--- config.mk ---
export PLATFORM = sky130hd
export DESIGN_NAME = ins_fetcher
export DESIGN_NICKNAME = d
export VERILOG_FILES = /design/src/rtl/fetch_pkg.sv /design/src/rtl/inst_queue.sv /design/src/rtl/ins_fetcher.sv
export SDC_FILE = /design/constraint.sdc
export NUM_CORES = 1
export LEC_CHECK = 0
export ABC_AREA = 1
export BUFFER_PORTS_ARGS = -buffer_cell sky130_fd_sc_hd__buf_2
export CORE_UTILIZATION = 59
export DETAILED_ROUTE_END_ITERATION = 8
export PLACE_DENSITY = 0.92
export SYNTH_ARGS = -nofsm -noshare
export SYNTH_HDL_FRONTEND = slang
export SYNTH_SLANG_ARGS = --single-unit
--- constraint.sdc ---
create_clock -name clk_in -period 10.3 [get_ports clk_in]
set_input_delay 1.545 -clock clk_in [delete_from_list [all_inputs] [get_ports clk_in]]
set_output_delay 1.545 -clock clk_in [all_outputs]
set_load 0.01 [all_outputs]
--- src/rtl/fetch_pkg.sv ---
// Shared types and helpers for the instruction fetch front end.
package fetch_pkg;

  typedef enum logic [1:0] {FETCH, MISS, DRAIN} fetch_state_t;

  typedef struct packed {
    logic [31:0] pc;
    logic [31:0] instr;
    logic        is_c;
  } iq_entry_t;

  function automatic logic is_compressed(input logic [1:0] lsb);
    return lsb != 2'b11;
  endfunction

  function automatic logic [31:0] next_pc(input logic [31:0] pc, input logic [31:0] instr);
    return pc + (is_compressed(instr[1:0]) ? 32'd2 : 32'd4);
  endfunction

endpackage

--- src/rtl/inst_queue.sv ---
// In-order circular FIFO of fetched instructions; pointers carry an extra wrap bit.
module inst_queue
  import fetch_pkg::*;
#(
  parameter int unsigned DepthW = 2
) (
  input  logic      clk_i,
  input  logic      rst_ni,
  input  logic      push_i,
  input  iq_entry_t entry_i,
  input  logic      pop_i,
  input  logic      flush_i,
  output iq_entry_t head_o,
  output logic      full_o,
  output logic      empty_o
);
  localparam int unsigned Depth = 1 << DepthW;
  localparam logic [DepthW:0] PtrOne = {{DepthW{1'b0}}, 1'b1};

  iq_entry_t       mem_q [Depth];
  logic [DepthW:0] wr_ptr_q, wr_ptr_d, rd_ptr_q, rd_ptr_d;

  assign full_o  = (wr_ptr_q[DepthW] != rd_ptr_q[DepthW]) &&
                   (wr_ptr_q[DepthW-1:0] == rd_ptr_q[DepthW-1:0]);
  assign empty_o = (wr_ptr_q == rd_ptr_q);
  assign head_o  = mem_q[rd_ptr_q[DepthW-1:0]];

  always_comb begin
    wr_ptr_d = wr_ptr_q;
    rd_ptr_d = rd_ptr_q;
    if (flush_i) begin
      wr_ptr_d = '0;
      rd_ptr_d = '0;
    end else begin
      if (push_i && !full_o) wr_ptr_d = wr_ptr_q + PtrOne;
      if (pop_i && !empty_o) rd_ptr_d = rd_ptr_q + PtrOne;
    end
  end

  always_ff @(posedge clk_i or negedge rst_ni) begin
    if (!rst_ni) begin
      wr_ptr_q <= '0;
      rd_ptr_q <= '0;
    end else begin
      wr_ptr_q <= wr_ptr_d;
      rd_ptr_q <= rd_ptr_d;
    end
  end

  always_ff @(posedge clk_i) begin
    if (push_i && !full_o && !flush_i) mem_q[wr_ptr_q[DepthW-1:0]] <= entry_i;
  end

endmodule

--- src/rtl/ins_fetcher.sv ---
// Fetch front end: PC, adapter handshake, instruction queue; the direct-mapped
// I-cache is present only when ICACHE_EN is defined.
module ins_fetcher
  import fetch_pkg::*;
#(
  parameter logic [31:0] RESET_PC     = 32'h0,
  parameter int unsigned ICACHE_IDX_W = 6,
  parameter int unsigned IQ_DEPTH_W   = 2
) (
  input  logic        clk_in,
  input  logic        rst_in,
  input  logic        rdy_in,
  input  logic        flush_pipline,
  input  logic [31:0] redirect_pc,
  output logic        try_start_insfetch_task,
  output logic [31:0] insfetch_addr,
  input  logic        insfetch_task_done,
  input  logic [31:0] insfetch_ins_full,
  output logic        iq_valid,
  input  logic        iq_ready,
  output logic [31:0] iq_pc,
  output logic [31:0] iq_instr,
  output logic        iq_is_c
);
  fetch_state_t state_q, state_d;
  logic [31:0]  pc_q, pc_d, miss_pc_q, miss_pc_d, new_pc_q, new_pc_d;
  logic         hit;
  logic [31:0]  hit_data;
  logic         q_push, q_pop, q_flush, q_full, q_empty;
  iq_entry_t    q_entry, q_head;

`ifdef ICACHE_EN
  localparam int unsigned Entries = 1 << ICACHE_IDX_W;
  localparam int unsigned TagW    = 31 - ICACHE_IDX_W;

  logic [Entries-1:0]      valid_q;
  logic [TagW-1:0]         tag_q  [Entries];
  logic [31:0]             data_q [Entries];
  logic [ICACHE_IDX_W-1:0] idx, fill_idx;
  logic                    fill;

  assign idx      = pc_q[ICACHE_IDX_W:1];
  assign fill_idx = miss_pc_q[ICACHE_IDX_W:1];
  assign hit      = valid_q[idx] && (tag_q[idx] == pc_q[31:ICACHE_IDX_W+1]);
  assign hit_data = data_q[idx];
  // Fills happen even when the fetch was flushed (DRAIN), so the line is not wasted.
  assign fill     = rdy_in && insfetch_task_done && (state_q != FETCH);

  always_ff @(posedge clk_in or negedge rst_in) begin
    if (!rst_in) begin
      valid_q <= '0;
    end else if (fill) begin
      valid_q[fill_idx] <= 1'b1;
    end
  end

  always_ff @(posedge clk_in) begin
    if (fill) begin
      tag_q[fill_idx]  <= miss_pc_q[31:ICACHE_IDX_W+1];
      data_q[fill_idx] <= insfetch_ins_full;
    end
  end
`else
  assign hit      = 1'b0;
  assign hit_data = '0;
`endif

  always_ff @(posedge clk_in or negedge rst_in) begin
    if (!rst_in) begin
      state_q <= FETCH;
    end else begin
      state_q <= state_d;
    end
  end

  always_ff @(posedge clk_in or negedge rst_in) begin
    if (!rst_in) begin
      pc_q      <= RESET_PC;
      miss_pc_q <= '0;
      new_pc_q  <= '0;
    end else begin
      pc_q      <= pc_d;
      miss_pc_q <= miss_pc_d;
      new_pc_q  <= new_pc_d;
    end
  end

  always_comb begin
    state_d       = state_q;
    pc_d          = pc_q;
    miss_pc_d     = miss_pc_q;
    new_pc_d      = new_pc_q;
    q_push        = 1'b0;
    q_flush       = 1'b0;
    q_entry.pc    = pc_q;
    q_entry.instr = hit_data;
    q_entry.is_c  = is_compressed(hit_data[1:0]);
    if (rdy_in) begin
      q_flush = flush_pipline;
      if (flush_pipline) new_pc_d = redirect_pc;
      unique case (state_q)
        FETCH: begin
          if (flush_pipline) begin
            pc_d = redirect_pc;
          end else if (!q_full) begin
            if (hit) begin
              q_push = 1'b1;
              pc_d   = next_pc(pc_q, hit_data);
            end else begin
              miss_pc_d = pc_q;
              state_d   = MISS;
            end
          end
        end
        MISS: begin
          q_entry.pc    = miss_pc_q;
          q_entry.instr = insfetch_ins_full;
          q_entry.is_c  = is_compressed(insfetch_ins_full[1:0]);
          if (flush_pipline) begin
            pc_d    = redirect_pc;
            state_d = insfetch_task_done ? FETCH : DRAIN;
          end else if (insfetch_task_done) begin
            q_push  = 1'b1;
            pc_d    = next_pc(miss_pc_q, insfetch_ins_full);
            state_d = FETCH;
          end
        end
        DRAIN: begin
          if (insfetch_task_done) begin
            pc_d    = new_pc_d;
            state_d = FETCH;
          end
        end
        default: state_d = FETCH;
      endcase
    end
  end

  assign q_pop = rdy_in && !flush_pipline && !q_empty && iq_ready;

  always_comb begin
    try_start_insfetch_task = (state_q != FETCH);
    insfetch_addr           = miss_pc_q;
    iq_valid                = !q_empty;
    iq_pc                   = '0;
    iq_instr                = '0;
    iq_is_c                 = 1'b0;
    if (!q_empty) begin
      iq_pc    = q_head.pc;
      iq_instr = q_head.instr;
      iq_is_c  = q_head.is_c;
    end
  end

  inst_queue #(
    .DepthW (IQ_DEPTH_W)
  ) u_inst_queue (
    .clk_i   (clk_in),
    .rst_ni  (rst_in),
    .push_i  (q_push),
    .entry_i (q_entry),
    .pop_i   (q_pop),
    .flush_i (q_flush),
    .head_o  (q_head),
    .full_o  (q_full),
    .empty_o (q_empty)
  );

endmodule

[Word level (Yosys, flattened, before mapping)]
Memories as Yosys holds them, arrays and structs flattened.
Index checks and enable logic that the tools add are counted.
Cells by class
  add/subtract/negate cells: 3
  equality and inequality tests: 11
  multiplexer cells: 29
  bitwise gates (word level): 2
  reduce and logical (&&, ||, !) cells: 19
Operators with widths (number)
  32-bit two-way mux: 7
  65-bit two-way mux: 2
  32-bit case mux with 3 select lines: 1
  32-bit by 3-bit adder with 32-bit output: 1
  3-bit two-way mux: 5
  2-bit two-way mux: 5
  2-bit inequality test (second input constant): 5
  1-bit two-way mux: 8
  1-bit logical AND: 7
  3-bit by 1-bit adder with 3-bit output (second input constant): 2
  2-bit case mux with 3 select lines: 1
  2-bit nonzero test: 3
  5-bit AND reduction: 1
  1-bit zero test: 4
  4-bit AND reduction: 1
  3-bit == test: 1
  3-bit inequality test (second input constant): 1
  3-bit AND reduction: 1
  3-bit nonzero test: 1
  2-bit by 1-bit == test with 1-bit output (second input constant): 1
  2-bit == test: 1
  2-bit == test (second input constant): 1
  2-bit zero test: 1
  1-bit inverter: 2
  1-bit inequality test: 1
Word-level totals
  flip-flop bits (word level): 104
  memory bits (writable): 260
  input bits: 70
  output and inout bits: 99
  word-level logic and storage cells: 71
  memories kept: 1
Memory list
  u_inst_queue.mem_q: depth 4, width 65, read ports 1, clocked after Yosys merged registers in 0, write ports 1, line inst_queue.sv:20  | iq_entry_t mem_q [Depth];

[Longest topological paths before layout]
Gate-level depths: netlist of the first run.
  depth in word-level cells: 8
  depth in mapped cells: 18

[Cells and area by module]
A second synthesis of the first run with hierarchy kept.
Unflattened totals
  cells, all modules: 1779
  area total of the unflattened synthesis: 17435.5 um^2
By module, submodules not included
  inst_queue: instances 1, cells an instance 691, area each 10567.6 um^2, seq. area each 7957.6 um^2
  ins_fetcher: instances 1, cells an instance 1088, area each 6867.8 um^2, seq. area each 2452.4 um^2

[Least setup slack after synthesis of the first run]
Ideal clock, no wire load.
  kind: input to register
  start point: in flush_pipline
  end point: mem u_inst_queue.mem_q[0][0] in the netlist's numbering (enable)
  setup time: 0.488 ns
  arrival: 4.840 ns
  path slack: 4.972 ns
  stages: 6
  buffers on the path: 1
  cells stage by stage: buf_2 > inv_1 > nand2_1 > inv_2 > nand3_4 > nor2_1
On the way
  longest elaborated chain between the ends: 7
  elaborated cells on any way between the ends: 9
RTL lines
  start: declaration: line ins_fetcher.sv:13  | input logic flush_pipline,
  1-bit two-way mux: line ins_fetcher.sv:119  | if (flush_pipline) begin
  1-bit two-way mux
  1-bit two-way mux: line ins_fetcher.sv:98  | if (rdy_in) begin
  1-bit logical AND: line inst_queue.sv:51  | if (push_i && !full_o && !flush_i) mem_q[wr_ptr_q[DepthW-1:0]] <= entry_i;
  1-bit logical AND *: line inst_queue.sv:51
  1-bit two-way mux *: line inst_queue.sv:51
  1-bit two-way mux (implied by the code) *: line inst_queue.sv:51
  end: declaration: line inst_queue.sv:20
Every way passes the cells marked *; elsewhere a longest branch is shown, timed or not.

[Worst setup path in the final report of the first run]
  start point: reg u_inst_queue.rd_ptr_q[0]
  end point: out iq_pc[31]
On the way
  longest elaborated chain between the ends: 2
  elaborated cells on any way between the ends: 3
RTL lines
  start: declaration: line inst_queue.sv:21  | logic [DepthW:0] wr_ptr_q, wr_ptr_d, rd_ptr_q, rd_ptr_d;
  start signal: assignment: line inst_queue.sv:46  | rd_ptr_q <= rd_ptr_d;
  memory read 4 x 65 bit / 3-bit == test (equally long branches)
  32-bit two-way mux *: line ins_fetcher.sv:148  | if (!q_empty) begin
  end: declaration: line ins_fetcher.sv:21  | output logic [31:0] iq_pc,
Marks and branches as above.

==> results of run 1 <==
==> routing by layer <==
metal | up-vias | wire length, um | share of wire (%) | track usage [%]
li1 | 6329 | - | - | -
met1 | 6563 | 17000 | 39 | 40.4
met2 | 887 | 20600 | 48 | 48.5
met3 | 102 | 4320 | 10 | 4.26
met4 | 0 | 1240 | 2.9 | 9.89
met5 | - | 0 | 0 | 0
==> per-stage QoR <==
stage | hold WS [ns] | setup WS, ns | total power (W) | area (um2) | util (%)
2_1_floorplan | 0.449 | 4.97 | 0.00339 | 17100 | -
3_3_place_gp | 0.462 | 5.76 | 0.00397 | 18100 | 63.2
3_5_place_dp | 0.466 | 5.67 | 0.00407 | 18100 | 63.2
4_1_cts | 0.482 | 5.37 | 0.00537 | 19300 | 67.3
5_1_grt | 0.510 | 5.17 | 0.00572 | 19300 | 67.3
6_report | 0.479 | 5.35 | 0.00539 | 19300 | 67.3
==> critical path: cells and delay by family (launching register included) <==
kind	cells	cell delay, ns
buffers and inverters	4	1.47
AOI/OAI and AO/OA	1	0.60
DFF	1	0.48
and+or+nand+nor	2	0.26
==> sequential cells by signal (all words and copies together), names as in the netlist <==
signal / count
insfetch_addr: 32
new_pc_q: 32
pc_q: 32
state_q: 2
u_inst_queue.mem_q: 260
u_inst_queue.rd_ptr_q: 3
u_inst_queue.wr_ptr_q: 3
==> worst max-delay path by stage <==
stage,startpoint,to,slack [ns]
CTS,u_inst_queue.rd_ptr_q[0]$_DFFE_PN0P_,iq_pc[31],5.37
detailed placement,rdy_in,u_inst_queue.mem_q[1][6]$_DFFE_PP_,5.67
floorplan,flush_pipline,u_inst_queue.mem_q[0][0]$_DFFE_PP_,4.97
global route,u_inst_queue.rd_ptr_q[0]$_DFFE_PN0P_,iq_pc[31],5.17
global placement,rdy_in,u_inst_queue.mem_q[1][6]$_DFFE_PP_,5.76
finish,u_inst_queue.rd_ptr_q[0]$_DFFE_PN0P_,iq_pc[31],5.35
==> placed cells by master, fill, tap and decap left out, types with 2 or more instances in the layout <==
cell	synthesis	layout
inv_2	5	5
a211oi_1	6	6
ha_1	10	10
xor2_1	4	4
a22oi_1	4	4
clkinv_1	1	3
dfrtp_1	104	102
o21ai_1	22	22
nand3_4	3	3
clkinv_2	0	5
nor2_2	9	8
clkbuf_8	5	3
edfxtp_1	260	260
nor2_1	303	300
o32ai_1	66	66
clkbuf_16	0	38
nand2_2	8	9
o211ai_1	3	3
buf_2	35	167
nand3_1	29	29
nand2_1	460	459
nand4_1	4	4
nor2_4	2	6
a21oi_1	79	79
buf_4	5	15
clkinvlp_4	0	3
clkbuf_1	43	11
inv_1	198	197
dfrtp_4	0	2
o21ai_0	149	149
xnor2_1	2	2
o21ai_2	2	2
==> layout make-up <==
type | count | area (um2)
Sequential cell | 364 | 10400
Tap cell | 384 | 480
Timing Repair Buffer | 182 | 948
Multi-Input combinational cell | 1176 | 5470
Clock inverter | 14 | 136
Clock buffer | 52 | 1030
Fill cell | 2079 | 9370
Inverter | 204 | 767
==> cell families after synthesis <==
logic type	after synthesis
XOR/XNOR	6
AO/OA/AOI/OAI	336
adder cells (fa/ha/maj)	10
flip-flops	364
buffers and inverters	302
AND/OR/NAND/NOR	824
==> power by group through the flow <==
stage | sequential, W | clock [W] | combinational (W)
floorplan | 0.00203 | 0 | 0.00136
global placement | 0.00205 | 0 | 0.00192
detailed placement | 0.00206 | 0 | 0.00200
global route | 0.00207 | 0.00136 | 0.00229
CTS | 0.00204 | 0.00130 | 0.00203
finish | 0.00205 | 0.00130 | 0.00205
==> flow_summary.ini, run 1 <==
[layout]
fin_cells = 2376
area_growth_syn_to_layout_pct = 12.3
drive_gt1_share_pct = 13.9
final_net_count = 2045
diodes = 0

[drt]
routed_wl_um = 43200
wire_per_inst_um = 18.2
drtIter0Drc = 1948
postRouteAntennaNets = 0
route.detailed.drc = 0
via_count = 13900
viasPerCell = 5.84
dr.pass1.iters = 6

[worst_setup_path]
crit_required_ns = 8.76
rr_startpoint = state_q[1]$_DFFE_PN0P_
arrival_ns = 3.41
r2r-end = u_inst_queue.mem_q[1][11]$_DFFE_PP_
path_class = register to primary output
rrSetupSlack_ns = 6.25
worstPathCellList = clkinv_2 -> buf_4 -> nor2_1 -> o32ai_1 -> nand2_1 -> inv_1 -> buf_2
start_kind = register
cp_max_fo = 72
critical-path-max-stage-delay_ns = 0.72
r2r_cells = 8
cpMaxStageDelayCell = buf_4
worstSetupEndpointType = primary output

[clock_tree]
clkTransAtPathRegs_ns = 0.06
clock_sinks = 364
clkLatencyLatePin_ns = 0.54
postCtsSetupBuffers = 0
cts_buffers = 37
htreeDepth = 2
clock_path_buffers = 3
hold_buffers = 0
cts_tree = yes
cts_root_buf = clkbuf_16
cts_resized = 0

[timing]
hold_viol_final = 0
finalSetupTns_ns = 0
finalCritPeriodShare_pct = 48.1
period_minus_slack_ns = 4.95
setup_viol = 0
rsz0062_at_grt = no
worst_pin_slew_ns = 0.979
skew_ns = 0.0179
slew_headroom_pct = 34.7
max_freq_mhz = 202
slew_violations = 0

[place]
place.gp.congestion = 0.984
io_buffers = 168
dp.cells = 2310
dp_hpwl_um = 27100

[yosys]
synth_commonest_cells = nand2_1 (460), nor2_1 (303), edfxtp_1 (260)
syn-num-nets = 1922
yosys.cell_count.top_type = nand2_1
synth_top_family_by_area = simple AND/OR/NAND/NOR gates
synthMuxAreaShare_pct = 0
synth_edf_count = 260
synth_compound_area_share_pct = 11.6
synth_top_area_cell = edfxtp_1
synth_cells = 1842
synth_top_area_share_pct = 45.5
avgSynthCellArea_um2 = 9.31
synthAdderAreaFrac_pct = 0.730
synth_area_um2 = 17100
yosys_warnings = 0
synth_xor_area_share_pct = 0.306
synth-simple-area-share_pct = 19.1
synthTopCellsByArea = edfxtp_1 (46%), dfrtp_1 (15%), nand2_1 (10%), nor2_1 (6.6%), o21ai_0 (4.3%)
synth_async_sr_flop_share_pct = 28.6
ys.flop_type = edfxtp_1
ys_seq_elements = 364
synth_seq_area_share_pct = 60.7
ys_types = 42

[hold_path]
holdPathEnd = new_pc_q[6]$_DFFE_PN0P_
worstHoldPathType = register to register
hold_path_depth = 2
hp-start = new_pc_q[6]$_DFFE_PN0P_

[power]
switching_share_pct = 40.0
vdd_ir_drop_max_v = 0.000170
p_leak_nw = 8.55
p_sw_w = 0.00216
p_seq_share_pct = 38.0
power_per_cell_area_nw_per_um2 = 280
power_frac_comb_pct = 37.9
p_clk_share_pct = 24.1
p_int_w = 0.00324

[floorplanning]
core_um2 = 28600
rows = 62
fp.dieW_um = 172
die_height_um = 172
io_pins = 169
start_util_pct = 59.9
die_area_um2 = 29700

[global_route]
grt_max_degree = 94
grt_pass1_wl_um = 67200
antenna_found_initial = 0
grt-ovfl-total = 0
grt_pass1_vias = 12800
grtUsageTotal_pct = 29.5

[run_status]
status = finished, final reports clean

[run]
maxCapViolations = 0
No activity file was read; power rests on OpenSTA's default activity.
==> inputs of run 2 (changes only) <==
Clock period 10.3 ns to 4.7 ns, I/O delays scaled along.
==> run 2 against run 1 <==
Sequential power increased by 120%; critical path depth decreased by 1; die area unchanged; wire length increased by 1.6%.
==> flow_summary.ini, run 2 (synthesis gave the netlist of run 1 again) <==
[global_route]
grt_pass1_wl_um = 67000
use_met3_pct = 4.62
antenna_found_initial = 0
grtUsageTotal_pct = 29.6
grt_use_met1_pct = 40.6
grt_pass1_vias = 12600
grt_busiest_layer = met2
grt-ovfl-total = 0
grt_max_degree = 109
use_met2_pct = 48.5

[timing]
skew_ns = 0.0217
setup_viol = 0
slew_violations = 0
slew_headroom_pct = 30.8
rsz0062_at_grt = no
period_minus_slack_ns = 3.80
max_freq_mhz = 263
hold_viol_final = 0
whs_ns = 0.157
finalCritPeriodShare_pct = 80.9
finalSetupTns_ns = 0
worst_pin_slew_ns = 1.04
layout_setup_ws_ns = 0.898

[clock_tree]
clkLatencyLatePin_ns = 0.54
clock_path_buffers = 3
clock_sinks = 364
cts_resized = 0
htreeDepth = 2
cts_buffers = 38
cts_tree = yes
hold_buffers = 0
clkTransAtPathRegs_ns = 0.06
cts_root_buf = clkbuf_16
postCtsSetupBuffers = 0

[layout]
num-fill-cells = 2062
seq_area_um2 = 10400
largest_reg_flops = 260
final_cell_area_um2 = 19400
area_growth_syn_to_layout_pct = 12.9
multi_input_area_um2 = 5470
drive_gt1_share_pct = 14.1
mostFrequentLayoutCell = nand2_1
diodes = 0
final_cell_mix = nand2_1 (459), nor2_1 (300), edfxtp_1 (260)
final_net_count = 2047

[power]
power_per_cell_area_nw_per_um2 = 617
vdd_ir_drop_max_v = 0.000424
p_leak_nw = 8.61

[worst_setup_path]
worstSetupEndpointType = primary output
arrival_ns = 3.10
crit_required_ns = 3.99
cp_max_fo = 108
path_class = register to primary output
start_kind = register

[place]
dp_hpwl_um = 27600
place.gp.congestion = 0.963
io_buffers = 168
dp_slack_ns = 1.54
postPlaceCellArea_um2 = 18200

[floorplanning]
die_height_um = 172
core_um2 = 28600
io_pins = 169
die_area_um2 = 29700
rows = 62
start_util_pct = 59.9
fp.dieW_um = 172

[drt]
viasPerCell = 5.79
route.detailed.drc = 0
postRouteAntennaNets = 0
dr.pass1.iters = 6
drtIter0Drc = 1788
via_count = 13800
wire_per_inst_um = 18.4
routed_wl_um = 43900

[run_status]
status = finished, final reports clean

[hold_path]
worstHoldPathType = input pin to async pin

[run]
maxCapViolations = 0
run 2: cell count changes in the layout (fill, tap and decap cells not counted), sizes merged:
cell / previous run / this run
clkinv: 10 / 16
clkinvlp: 3 / 0
clkbuf: 52 / 54
inv: 204 / 202
buf: 182 / 183
run 2: power breakdown:
group	internal, W	switching, W
sequential	0.00408	0.000474
clock	0.00167	0.00124
combinational	0.00142	0.00307
total	0.00717	0.00477
run 2: per-stage QoR:
stage / std cells / utilization [%] / total power, W
final: 2380 / 67.6 / 0.0119
after global routing: 2380 / 67.6 / 0.0127
after CTS: 2380 / 67.6 / 0.0119
after detailed placement: 2311 / 63.4 / 0.00898
after global placement: 2311 / 63.4 / 0.00875
after floorplan: 1842 / - / 0.00743
run 2: per-layer routing:
| metal | vias up | share of wire, % |
|---|---|---|
| met5 | - | 0 |
| met4 | 0 | 3.1 |
| li1 | 6343 | - |
| met2 | 837 | 47 |
| met1 | 6509 | 40 |
| met3 | 99 | 9.9 |
run 2: cell type report:
cell class / instances / area share [%]
Clock buffer: 54 / 5.59
Sequential cell: 364 / 53.8
Timing Repair Buffer: 183 / 5.26
Clock inverter: 15 / 0.640
Inverter: 204 / 3.96
Tap cell: 384 / 2.48
Multi-Input combinational cell: 1176 / 28.3
run 2: path summary, 6_finish.rpt:
kind | from | to | slack [ns] | cells past startpoint
min reg2reg | new_pc_q[6]$_DFFE_PN0P_ | new_pc_q[6]$_DFFE_PN0P_ | 0.49 | 2
min | rst_in | pc_q[16]$_DFFE_PN0P_ | 0.16 | 1
max in group asynchronous | rst_in | new_pc_q[4]$_DFFE_PN0P_ | 3.66 | 2
max | u_inst_queue.rd_ptr_q[0]$_DFFE_PN0P_ | iq_pc[17] | 0.90 | 6
min in group clk_in | redirect_pc[2] | new_pc_q[2]$_DFFE_PN0P_ | 0.40 | 3
max reg2reg | state_q[1]$_DFFE_PN0P_ | u_inst_queue.mem_q[2][11]$_DFFE_PP_ | 1.61 | 7
run 2: critical path, cell delays in order, from the launching register on:
cell and delay [ns]:
dfrtp_4 0.63, buf_4 0.85, nor2_1 0.12, o32ai_1 0.62, nand2_1 0.11, inv_1 0.07, buf_2 0.12
